### config.mk
export PLATFORM = sky130hd
export DESIGN_NAME = cpu_control
export DESIGN_NICKNAME = d
export VERILOG_FILES = /design/src/rtl/cpu_pkg.sv /design/src/rtl/cpu_psr.sv /design/src/rtl/cpu_control.sv
export SDC_FILE = /design/constraint.sdc
export NUM_CORES = 1
export LEC_CHECK = 0
export ABC_AREA = 1
export BUFFER_PORTS_ARGS = -buffer_cell sky130_fd_sc_hd__buf_2
export CAP_MARGIN = 20
export CORE_ASPECT_RATIO = 2
export CORE_MARGIN = 5
export CORE_UTILIZATION = 47
export DETAILED_ROUTE_END_ITERATION = 6
export PLACE_DENSITY = 0.81
export SLEW_MARGIN = 20
export SYNTH_ARGS = -nofsm -noshare
export SYNTH_HDL_FRONTEND = slang
export SYNTH_HIERARCHICAL = 1
export SYNTH_SLANG_ARGS = --single-unit
### constraint.sdc
create_clock -name clk -period 1.84 [get_ports clk]
set_clock_uncertainty 0.15 [all_clocks]
set_input_delay 0.092 -clock clk [delete_from_list [all_inputs] [get_ports clk]]
set_output_delay 0.092 -clock clk [all_outputs]
set_load 0.01 [all_outputs]
### src/rtl/cpu_pkg.sv
// Shared definitions for the multi-cycle CPU controller: instruction class codes,
// PSR flag bit positions and the controller state enumeration.
package cpu_pkg;

    localparam logic [3:0] ClsAdd   = 4'h0;
    localparam logic [3:0] ClsAddu  = 4'h1;
    localparam logic [3:0] ClsMul   = 4'h2;
    localparam logic [3:0] ClsSub   = 4'h3;
    localparam logic [3:0] ClsCmp   = 4'h4;
    localparam logic [3:0] ClsAnd   = 4'h5;
    localparam logic [3:0] ClsOr    = 4'h6;
    localparam logic [3:0] ClsXor   = 4'h7;
    localparam logic [3:0] ClsMov   = 4'h8;
    localparam logic [3:0] ClsLsh   = 4'h9;
    localparam logic [3:0] ClsLoad  = 4'hA;
    localparam logic [3:0] ClsStor  = 4'hB;
    localparam logic [3:0] ClsBcond = 4'hC;
    localparam logic [3:0] ClsJcond = 4'hD;
    localparam logic [3:0] ClsJal   = 4'hE;
    localparam logic [3:0] ClsWait  = 4'hF;

    localparam int unsigned PsrW  = 5;
    localparam int unsigned FlagC = 4;
    localparam int unsigned FlagL = 3;
    localparam int unsigned FlagF = 2;
    localparam int unsigned FlagZ = 1;
    localparam int unsigned FlagN = 0;

    typedef enum logic [2:0] {
        StFetch,
        StLatch,
        StExec,
        StMemrd,
        StHalt
    } state_e;

    // Opcodes whose ALU operand B is the register file rather than the immediate.
    function automatic logic uses_reg_operand(input logic [3:0] opcode);
        return (opcode == ClsAdd) || (opcode == ClsCmp);
    endfunction

endpackage

### src/rtl/cpu_psr.sv
// Processor status register: latches selected ALU flags per instruction class
// during EXEC; bits outside the class mask hold their value.
module cpu_psr
    import cpu_pkg::*;
(
    input  logic            clk_i,
    input  logic            rst_i,
    input  logic            update_en_i,
    input  logic [3:0]      cls_i,
    input  logic [PsrW-1:0] alu_flags_i,
    output logic [PsrW-1:0] psr_o
);

    logic [PsrW-1:0] psr_d, psr_q;
    logic [PsrW-1:0] mask;

    always_comb begin
        mask = '0;
        unique case (cls_i)
            ClsAdd, ClsAddu, ClsSub: begin
                mask[FlagC] = 1'b1;
                mask[FlagF] = 1'b1;
            end
            ClsCmp: begin
                mask[FlagL] = 1'b1;
                mask[FlagZ] = 1'b1;
                mask[FlagN] = 1'b1;
            end
            default: mask = '0;
        endcase
    end

    always_comb begin
        psr_d = psr_q;
        if (update_en_i) begin
            psr_d = (psr_q & ~mask) | (alu_flags_i & mask);
        end
    end

    always_ff @(posedge clk_i or posedge rst_i) begin
        if (rst_i) begin
            psr_q <= '0;
        end else begin
            psr_q <= psr_d;
        end
    end

    assign psr_o = psr_q;

endmodule

### src/rtl/cpu_control.sv
// Multi-cycle CPU control unit: FETCH/LATCH/EXEC(/MEMRD/HALT) sequencer, pc and ir.
// Define PIDBB_WAIT_WAKE_EN to make WAIT halt until wake; otherwise WAIT is a NOP.
module cpu_control
    import cpu_pkg::*;
#(
    parameter logic [15:0] RESET_PC = 16'h0000
) (
    input  logic            clk,
    input  logic            reset,
    input  logic [15:0]     mem_rdata,
    input  logic [3:0]      alu_class,
    input  logic [PsrW-1:0] alu_flags,
    input  logic [15:0]     alu_next_address,
    input  logic            wake,
    output logic [7:0]      alu_op,
    output logic [3:0]      alu_rdest_idx,
    output logic            alu_src_imm,
    output logic [15:0]     imm,
    output logic [PsrW-1:0] psr,
    output logic [15:0]     pc,
    output logic [3:0]      rf_raddr_a,
    output logic [3:0]      rf_raddr_b,
    output logic [3:0]      rf_waddr,
    output logic            rf_we,
    output logic            rf_wsel,
    output logic            mem_addr_sel,
    output logic            mem_we,
    output logic            retire
);

    state_e      state_d, state_q;
    logic [15:0] pc_d, pc_q;
    logic [15:0] ir_d, ir_q;
    logic        psr_update;

    always_comb begin
        state_d      = state_q;
        pc_d         = pc_q;
        ir_d         = ir_q;
        psr_update   = 1'b0;
        rf_we        = 1'b0;
        rf_wsel      = 1'b0;
        mem_addr_sel = 1'b0;
        mem_we       = 1'b0;
        retire       = 1'b0;

        unique case (state_q)
            StFetch: begin
                state_d = StLatch;
            end
            StLatch: begin
                ir_d    = mem_rdata;
                state_d = StExec;
            end
            StExec: begin
                psr_update = 1'b1;
                state_d    = StFetch;
                unique case (alu_class)
                    ClsCmp: begin
                        pc_d   = pc_q + 16'd1;
                        retire = 1'b1;
                    end
                    ClsLoad: begin
                        mem_addr_sel = 1'b1;
                        state_d      = StMemrd;
                    end
                    ClsStor: begin
                        mem_addr_sel = 1'b1;
                        mem_we       = 1'b1;
                        pc_d         = pc_q + 16'd1;
                        retire       = 1'b1;
                    end
                    // The ALU resolves the condition and supplies pc+1 when not taken.
                    ClsBcond, ClsJcond: begin
                        pc_d   = alu_next_address;
                        retire = 1'b1;
                    end
                    ClsJal: begin
                        rf_we  = 1'b1;
                        pc_d   = alu_next_address;
                        retire = 1'b1;
                    end
                    ClsWait: begin
`ifdef PIDBB_WAIT_WAKE_EN
                        state_d = StHalt;
`else
                        pc_d   = pc_q + 16'd1;
                        retire = 1'b1;
`endif
                    end
                    default: begin
                        rf_we  = 1'b1;
                        pc_d   = pc_q + 16'd1;
                        retire = 1'b1;
                    end
                endcase
            end
            StMemrd: begin
                rf_we   = 1'b1;
                rf_wsel = 1'b1;
                pc_d    = pc_q + 16'd1;
                retire  = 1'b1;
                state_d = StFetch;
            end
            StHalt: begin
`ifdef PIDBB_WAIT_WAKE_EN
                if (wake) begin
                    pc_d    = pc_q + 16'd1;
                    retire  = 1'b1;
                    state_d = StFetch;
                end
`else
                state_d = StFetch;
`endif
            end
            default: begin
                state_d = StFetch;
            end
        endcase
    end

`ifndef PIDBB_WAIT_WAKE_EN
    logic unused_wake;
    assign unused_wake = wake;
`endif

    always_ff @(posedge clk or posedge reset) begin
        if (reset) begin
            state_q <= StFetch;
            pc_q    <= RESET_PC;
            ir_q    <= '0;
        end else begin
            state_q <= state_d;
            pc_q    <= pc_d;
            ir_q    <= ir_d;
        end
    end

    cpu_psr u_psr (
        .clk_i       (clk),
        .rst_i       (reset),
        .update_en_i (psr_update),
        .cls_i       (alu_class),
        .alu_flags_i (alu_flags),
        .psr_o       (psr)
    );

    assign pc            = pc_q;
    assign alu_op        = {ir_q[15:12], ir_q[7:4]};
    assign alu_rdest_idx = ir_q[11:8];
    assign alu_src_imm   = !uses_reg_operand(ir_q[15:12]);
    assign imm           = {{8{ir_q[7]}}, ir_q[7:0]};
    assign rf_raddr_a    = ir_q[11:8];
    assign rf_raddr_b    = ir_q[3:0];
    assign rf_waddr      = ir_q[11:8];

endmodule

==> results of run 1 <==
final cells by class:
cell class                 instances  area, um^2
clock inverter                     2        38.8
multi-input combinational        204        1070
timing repair buffer             152         968
tap                               58        72.6
clock buffer                       6        82.6
fill                             438        1750
sequential                        39         976
inverter                          35         136
cells by family after synthesis:
| logic type | synth area share |
|---|---|
| flops | 0.403 |
| buf+inv | 0.157 |
| mux | 0.0698 |
| compound gates | 0.0491 |
| fa+ha+maj | 0.00517 |
| simple gates | 0.315 |
cells in the final DEF (no fill, tap or decap), drive strengths merged:
| cell type | count |
|---|---|
| buf | 112 |
| o21ai | 12 |
| a211oi | 1 |
| ha | 1 |
| o21a | 1 |
| mux2 | 15 |
| inv | 36 |
| a21oi | 5 |
| or2 | 3 |
| dlygate4sd3 | 40 |
| nand4 | 6 |
| nand3 | 26 |
| nor3 | 2 |
| nand2 | 92 |
| o211ai | 2 |
| nand3b | 1 |
| bufinv | 1 |
| nor2 | 37 |
| dfrtp | 39 |
| clkbuf | 6 |
final timing paths:
path                                      startpoint           endpoint  slack [ps]  cells after the start
max in group asynchronous                      reset  pc[6]$_DFFE_PP0P_         900                      4
worst max-delay path            state_q[1]$_DFF_PP0_       mem_addr_sel         130                      5
min in group asynchronous                      reset          async pin         120                      3
worst max register to register  state_q[0]$_DFF_PP0_  pc[8]$_DFFE_PP0P_         140                      7
worst min-delay path                    alu_class[3]           register          20                      4
worst min register to register              register           register         330                      2
repair_timing:
action,CTS,global route
endpoints found under the setup margin,0,4
endpoints found under the hold margin,78,0
hold buffers,40,0
setup buffers,0,0
gates resized for setup,0,2
power by group through the flow:
stage | clock, mW | sequential [mW] | combinational [mW]
global placement | 0 | 1.73 | 2.51
detailed placement | 0 | 1.76 | 2.57
global route | 0.844 | 1.83 | 2.92
CTS | 0.809 | 1.75 | 2.64
floorplan | 0 | 1.89 | 1.83
finish | 0.785 | 1.75 | 2.63
worst min-delay path, stage by stage:
cell and delay [ps]:
buf_2 170, nor2_2 80, nand4_1 60, nand2_1 50
stage by stage:
step	power [mW]	area, um^2	std cells
floorplan	3.71	2420	308
global placement	4.25	2820	448
detailed placement	4.33	2820	448
CTS	5.20	3340	496
global route	5.59	3340	496
finish	5.17	3340	496
metal layers:
layer / track usage / up-vias / routed length, um
li1: - / 1207 / -
met1: 0.217 / 1142 / 2280
met2: 0.356 / 80 / 3660
met3: 0.0499 / 27 / 382
met4: 0.123 / 0 / 302
met5: 0 / - / 0
==> out/results.ini, run 1 <==
[sta]
worst_slew_pin_slew_ps = 455
hold_violations = 0
timing.final.crit_share = 0.928
min_period_ps = 1710
worst_slack_ps = 133
fin_setup_tns_ps = 0
fmax_mhz = 586
slew_viol_final = 0
slew_headroom = 0.696
setup_viol = 0
hold_ws_ps = 20.6
rsz0062_at_grt = no

[power_and_ir_drop]
power_frac_comb = 0.509
p_clk_frac = 0.152
seqPwrFrac = 0.340
leakagePower_nw = 1.81
swShare = 0.443
power_density_mw_per_mm2 = 1550
power.switching_mw = 2.29
vdd_drop_max_uv = 1320
p_int_mw = 2.88

[drt]
num_vias = 2456
avgViaCountPerCell = 4.95
wl_per_cell_um = 13.4
route.detailed.drc = 0
dr.pass1.iters = 4
wirelength_mm = 6.63
antenna_left = 0
drtIter0Drc = 69

[yosys]
syn_inst = 308
synthFlopType = dfrtp_1
yosysTopAreaCellShare = 0.403
synth_area_mm2 = 0.00242
synth-seq-area-share = 0.403
ys_top_cells_by_count = 84 x nand2_1, 39 x dfrtp_1, 33 x inv_1, 33 x nor2_1, 25 x buf_4
synth.most_common_cell = nand2_1
yosys.area.top_type = dfrtp_1
syn_area_per_cell_um2 = 7.86
synthesis.nets = 353
ys.warnings.count = 6
synthDistinctLibCells = 29
synthTopCellsByArea = dfrtp_1 40%, nand2_1 13%, buf_4 7.8%
ys_seq_elements = 39
synth_enable_flop_cells = 0
synthArstFlopShare = 1.00

[critical_path]
worst_ep_required_time_ps = 1600
crit_top_cell = inv_1
cpLargestDelayFamily = flip-flops
endpoint_kind = output pin
cp.arrival_ps = 1460
critPathLaunchType = register
max_stage_delay_ps = 450
cp.buffers_inverters = 3
crit_chain = inv_1 > nor2_2 > inv_1 > nor3_1 > buf_2
crit_type = register to output pin
cpMaxStageDelayCell = dfrtp_1
critPathMaxFanout = 4

[layout]
syn_to_final_growth_pct = 38.2
nNetsFinal = 482
final_util = 0.657
n_antenna_cell = 0
drive_gt1_frac = 0.358

[floorplan]
die_width_um = 60.7
ios = 111
start_util = 0.475
dieArea_mm2 = 0.00677
num_rows = 37
core-area_mm2 = 0.00509
die_y_um = 111

[placement]
globalplace.congestion = 0.854
dp_hpwl_mm = 4.64
dp_slack_ps = 174
portBuffers = 109

[job]
drv_cap = 0

[clocking]
cts_buffer_depth = 2
worstSkewPairLatency_ps = 310
tritoncts = done
path_clk_slew_ps = 80
htreeDepth = 2
cts_buffers = 5
clockRootBuffer = clkbuf_8
clock_sinks = 39

[global_routing]
grt_pass1_wl_mm = 10.8
grt_pass1_vias = 2461
grt.overflow.total = 0
antenna_found_initial = 0
grt_max_degree = 35
grt_use_total = 0.208

[hold_path]
hp-class = input port to register

[outcome]
outcome = finished, final reports clean

(Power assumes the default switching activity.)
==> run 2: changes to the inputs <==
--- a/config.mk
+++ b/config.mk
@@ -5,12 +5,11 @@
 export SDC_FILE = /design/constraint.sdc
 export NUM_CORES = 1
 export LEC_CHECK = 0
-export ABC_AREA = 1
 export BUFFER_PORTS_ARGS = -buffer_cell sky130_fd_sc_hd__buf_2
 export CAP_MARGIN = 20
 export CORE_ASPECT_RATIO = 2
 export CORE_MARGIN = 5
-export CORE_UTILIZATION = 47
+export CORE_UTILIZATION = 45
 export DETAILED_ROUTE_END_ITERATION = 6
 export PLACE_DENSITY = 0.81
 export SLEW_MARGIN = 20
==> run 2 against run 1 <==
Net effect:
- register-to-register slack got worse by 40 ps
- non-clock buffer count increased by 8
- clock power decreased by 29%
- wire length is 6.8% lower
- sequential share of layout area up 2.1 points
- die area is 6.2% lower
- flip-flop and latch count stayed put
- clock-buffer cell count rose by 1
- core utilization grew 1.4 points
- synthesized area shrank 11%
- hold slack got worse by 15 ps
- critical path depth unchanged
==> out/results.ini, run 2 <==
[layout]
final-instance-count-excl-fill = 405  ; was 496
n_antenna_cell = 0  ; unchanged
drive_gt1_frac = 0.466  ; was 0.358
fill_cells = 383  ; was 438
layout_commonest_cell = buf_2  ; unchanged
finalInstanceArea_mm2 = 0.00311  ; was 0.00334 mm^2
layout_common_cells = 109 x buf_2, 39 x dfrtp_1, 34 x dlygate4sd3_1  ; was 109 x buf_2, 84 x nand2_1, 40 x dlygate4sd3_1
nNetsFinal = 394  ; was 482
syn_to_final_growth_pct = 44.7  ; was 38.2%

[critical_path]
cp.arrival_ps = 1790  ; was 1460 ps
crit_type = register to register  ; was register to output pin
endpoint_kind = register  ; was output pin
worst_ep_required_time_ps = 1890  ; was 1600 ps
critPathLaunchType = register  ; unchanged
critPathMaxFanout = 6  ; was 4

[sta]
worst_slew_pin_slew_ps = 455  ; about the same
setup_viol = 0  ; unchanged
slew_viol_final = 0  ; unchanged
fmax_mhz = 575  ; was 586 MHz
rsz0062_at_grt = yes  ; was no
hold_ws_ps = 5.85  ; was 20.6 ps
min_period_ps = 1740  ; was 1710 ps
slew_headroom = 0.697  ; was 0.696
hold_violations = 0  ; unchanged
timing.final.crit_share = 0.946  ; was 0.928

[floorplan]
ios = 111  ; unchanged
die_y_um = 108  ; was 111 um
start_util = 0.464  ; was 0.475
dieArea_mm2 = 0.00635  ; was 0.00677 mm^2
num_rows = 35  ; was 37
core-area_mm2 = 0.00464  ; was 0.00509 mm^2
die_width_um = 58.9  ; was 60.7 um

[placement]
portBuffers = 109  ; unchanged
dpl_cell_area_mm2 = 0.00261  ; was 0.00282 mm^2
globalplace.congestion = 0.806  ; was 0.854
dp.cells = 355  ; was 448
dp_hpwl_mm = 4.17  ; was 4.64 mm

[yosys]
syn_area_per_cell_um2 = 9.96  ; was 7.86 um^2
synthDistinctLibCells = 37  ; was 29
synthTopCellsByArea = dfrtp_1 45%, mux2_2 12%, buf_4 8.7%  ; was dfrtp_1 40%, nand2_1 13%, buf_4 7.8%
synth_enable_flop_cells = 0  ; unchanged
ys_top_cells_by_count = 39 x dfrtp_1, 25 x buf_4, 22 x mux2_2  ; was 84 x nand2_1, 39 x dfrtp_1, 33 x inv_1, 33 x nor2_1, 25 x buf_4
ys.warnings.count = 6  ; unchanged
syn_inst = 216  ; was 308
synthesis.nets = 261  ; was 353
ys_seq_elements = 39  ; unchanged
synthArstFlopShare = 1.00  ; unchanged
synth.most_common_cell = dfrtp_1  ; was nand2_1
synth_area_mm2 = 0.00215  ; was 0.00242 mm^2
yosysTopAreaCellShare = 0.453  ; was 0.403
yosys.area.top_type = dfrtp_1  ; unchanged
synthFlopType = dfrtp_1  ; unchanged
synth-seq-area-share = 0.453  ; was 0.403

[drt]
avgViaCountPerCell = 5.25  ; was 4.95
antenna_left = 0  ; unchanged
dr.pass1.iters = 4  ; unchanged
wl_per_cell_um = 15.2  ; was 13.4 um
wirelength_mm = 6.17  ; was 6.63 mm
route.detailed.drc = 0  ; unchanged
drtIter0Drc = 44  ; was 69
num_vias = 2126  ; was 2,456

[clocking]
clock_sinks = 39  ; unchanged
worstSkewPairLatency_ps = 290  ; was 310 ps
path_clk_slew_ps = 80  ; about the same
cts_buffers = 5  ; unchanged
cts_buffer_depth = 2  ; unchanged
tritoncts = done  ; unchanged
htreeDepth = 2  ; unchanged
clockRootBuffer = clkbuf_8  ; unchanged

[global_routing]
grt_pass1_wl_mm = 9.65  ; was 10.8 mm
grt_pass1_vias = 2113  ; was 2,461
antenna_found_initial = 0  ; unchanged
grt_use_total = 0.195  ; was 0.208
grt_max_degree = 35  ; unchanged
grt.overflow.total = 0  ; unchanged

[power_and_ir_drop]
vdd_drop_max_uv = 1030  ; was 1320 uV
leakagePower_nw = 1.52  ; was 1.81 nW
power_density_mw_per_mm2 = 1560  ; was 1550 mW/mm^2

[outcome]
outcome = finished, final reports clean  ; unchanged

[job]
drv_cap = 0  ; unchanged

[hold_path]
hp-class = input port to register  ; unchanged

[run 2: per-stage QoR]
| step | power, mW | setup WS (ps) | util | setup TNS (ps) |
|---|---|---|---|---|
| final | 4.87 | 100 | 0.671 | 0 |
| after CTS | 4.74 | 75.2 | 0.653 | 0 |
| after global routing | 5.25 | -46.7 | 0.671 | -62.3 |
| after global placement | 4.05 | 148 | 0.562 | 0 |
| after detailed placement | 4.12 | 120 | 0.562 | 0 |
| after floorplan | 3.40 | 89.9 | - | 0 |
[run 2: timing repair]
| action | 4_1_cts | 5_1_grt |
|---|---|---|
| buffers inserted | 0 | 7 |
| hold buffers | 34 | 0 |
| hold endpoints to repair | 72 | 0 |
| gates resized for setup | 0 | 6 |
| setup endpoints to repair | 0 | 6 |
[run 2: worst max-delay path, stage by stage (launching register included)]
cell and delay (ps):
dfrtp_1 420, and4_1 260, and4_2 340, nand3_2 100
o31a_1 240, o22ai_1 140
[run 2: logic make-up after synthesis]
group,synth area share
fa+ha+maj,0.00581
compound gates,0.142
buf+inv,0.126
simple gates,0.149
flops,0.453
mux,0.124
[run 2: cell type report]
class / count / area (um^2) / area share
Clock buffer: 7 / 76.3 / 0.0245
Clock inverter: 1 / 5.00 / 0.00161
Inverter: 10 / 41.3 / 0.0133
Multi-Input combinational cell: 132 / 928 / 0.298
Sequential cell: 39 / 976 / 0.313
Tap cell: 55 / 68.8 / 0.0221
Timing Repair Buffer: 160 / 1010 / 0.325
Timing Repair inverter: 1 / 5.00 / 0.00161
[run 2: report_power, final]
part	switching, mW	total (mW)	internal (mW)
Combinational	1.33	2.61	1.28
Clock	0.291	0.558	0.266
Sequential	0.408	1.70	1.29
Total	2.03	4.87	2.84
[run 2: per-layer routing]
layer	vias to the layer above	wire length, um	GRT usage
met2	85	3380	0.342
met1	1009	2170	0.208
met4	0	215	0.104
met3	21	410	0.0444
met5	-	0	0
li1	1011	-	-
[run 2: worst paths after layout]
check / startpoint / end / slack (ps) / cells after the start
max reg2reg: pc[1]$_DFFE_PP0P_ / pc[11]$_DFFE_PP0P_ / 100 / 5
min in group asynchronous: reset / async pin / 130 / 3
min: alu_next_address[14] / pc[14]$_DFFE_PP0P_ / 6 / 3
max: pc[1]$_DFFE_PP0P_ / pc[11]$_DFFE_PP0P_ / 100 / 5
min reg2reg: register / register / 370 / 1
max in group asynchronous: reset / ir_q[8]$_DFFE_PP0N_ / 900 / 4
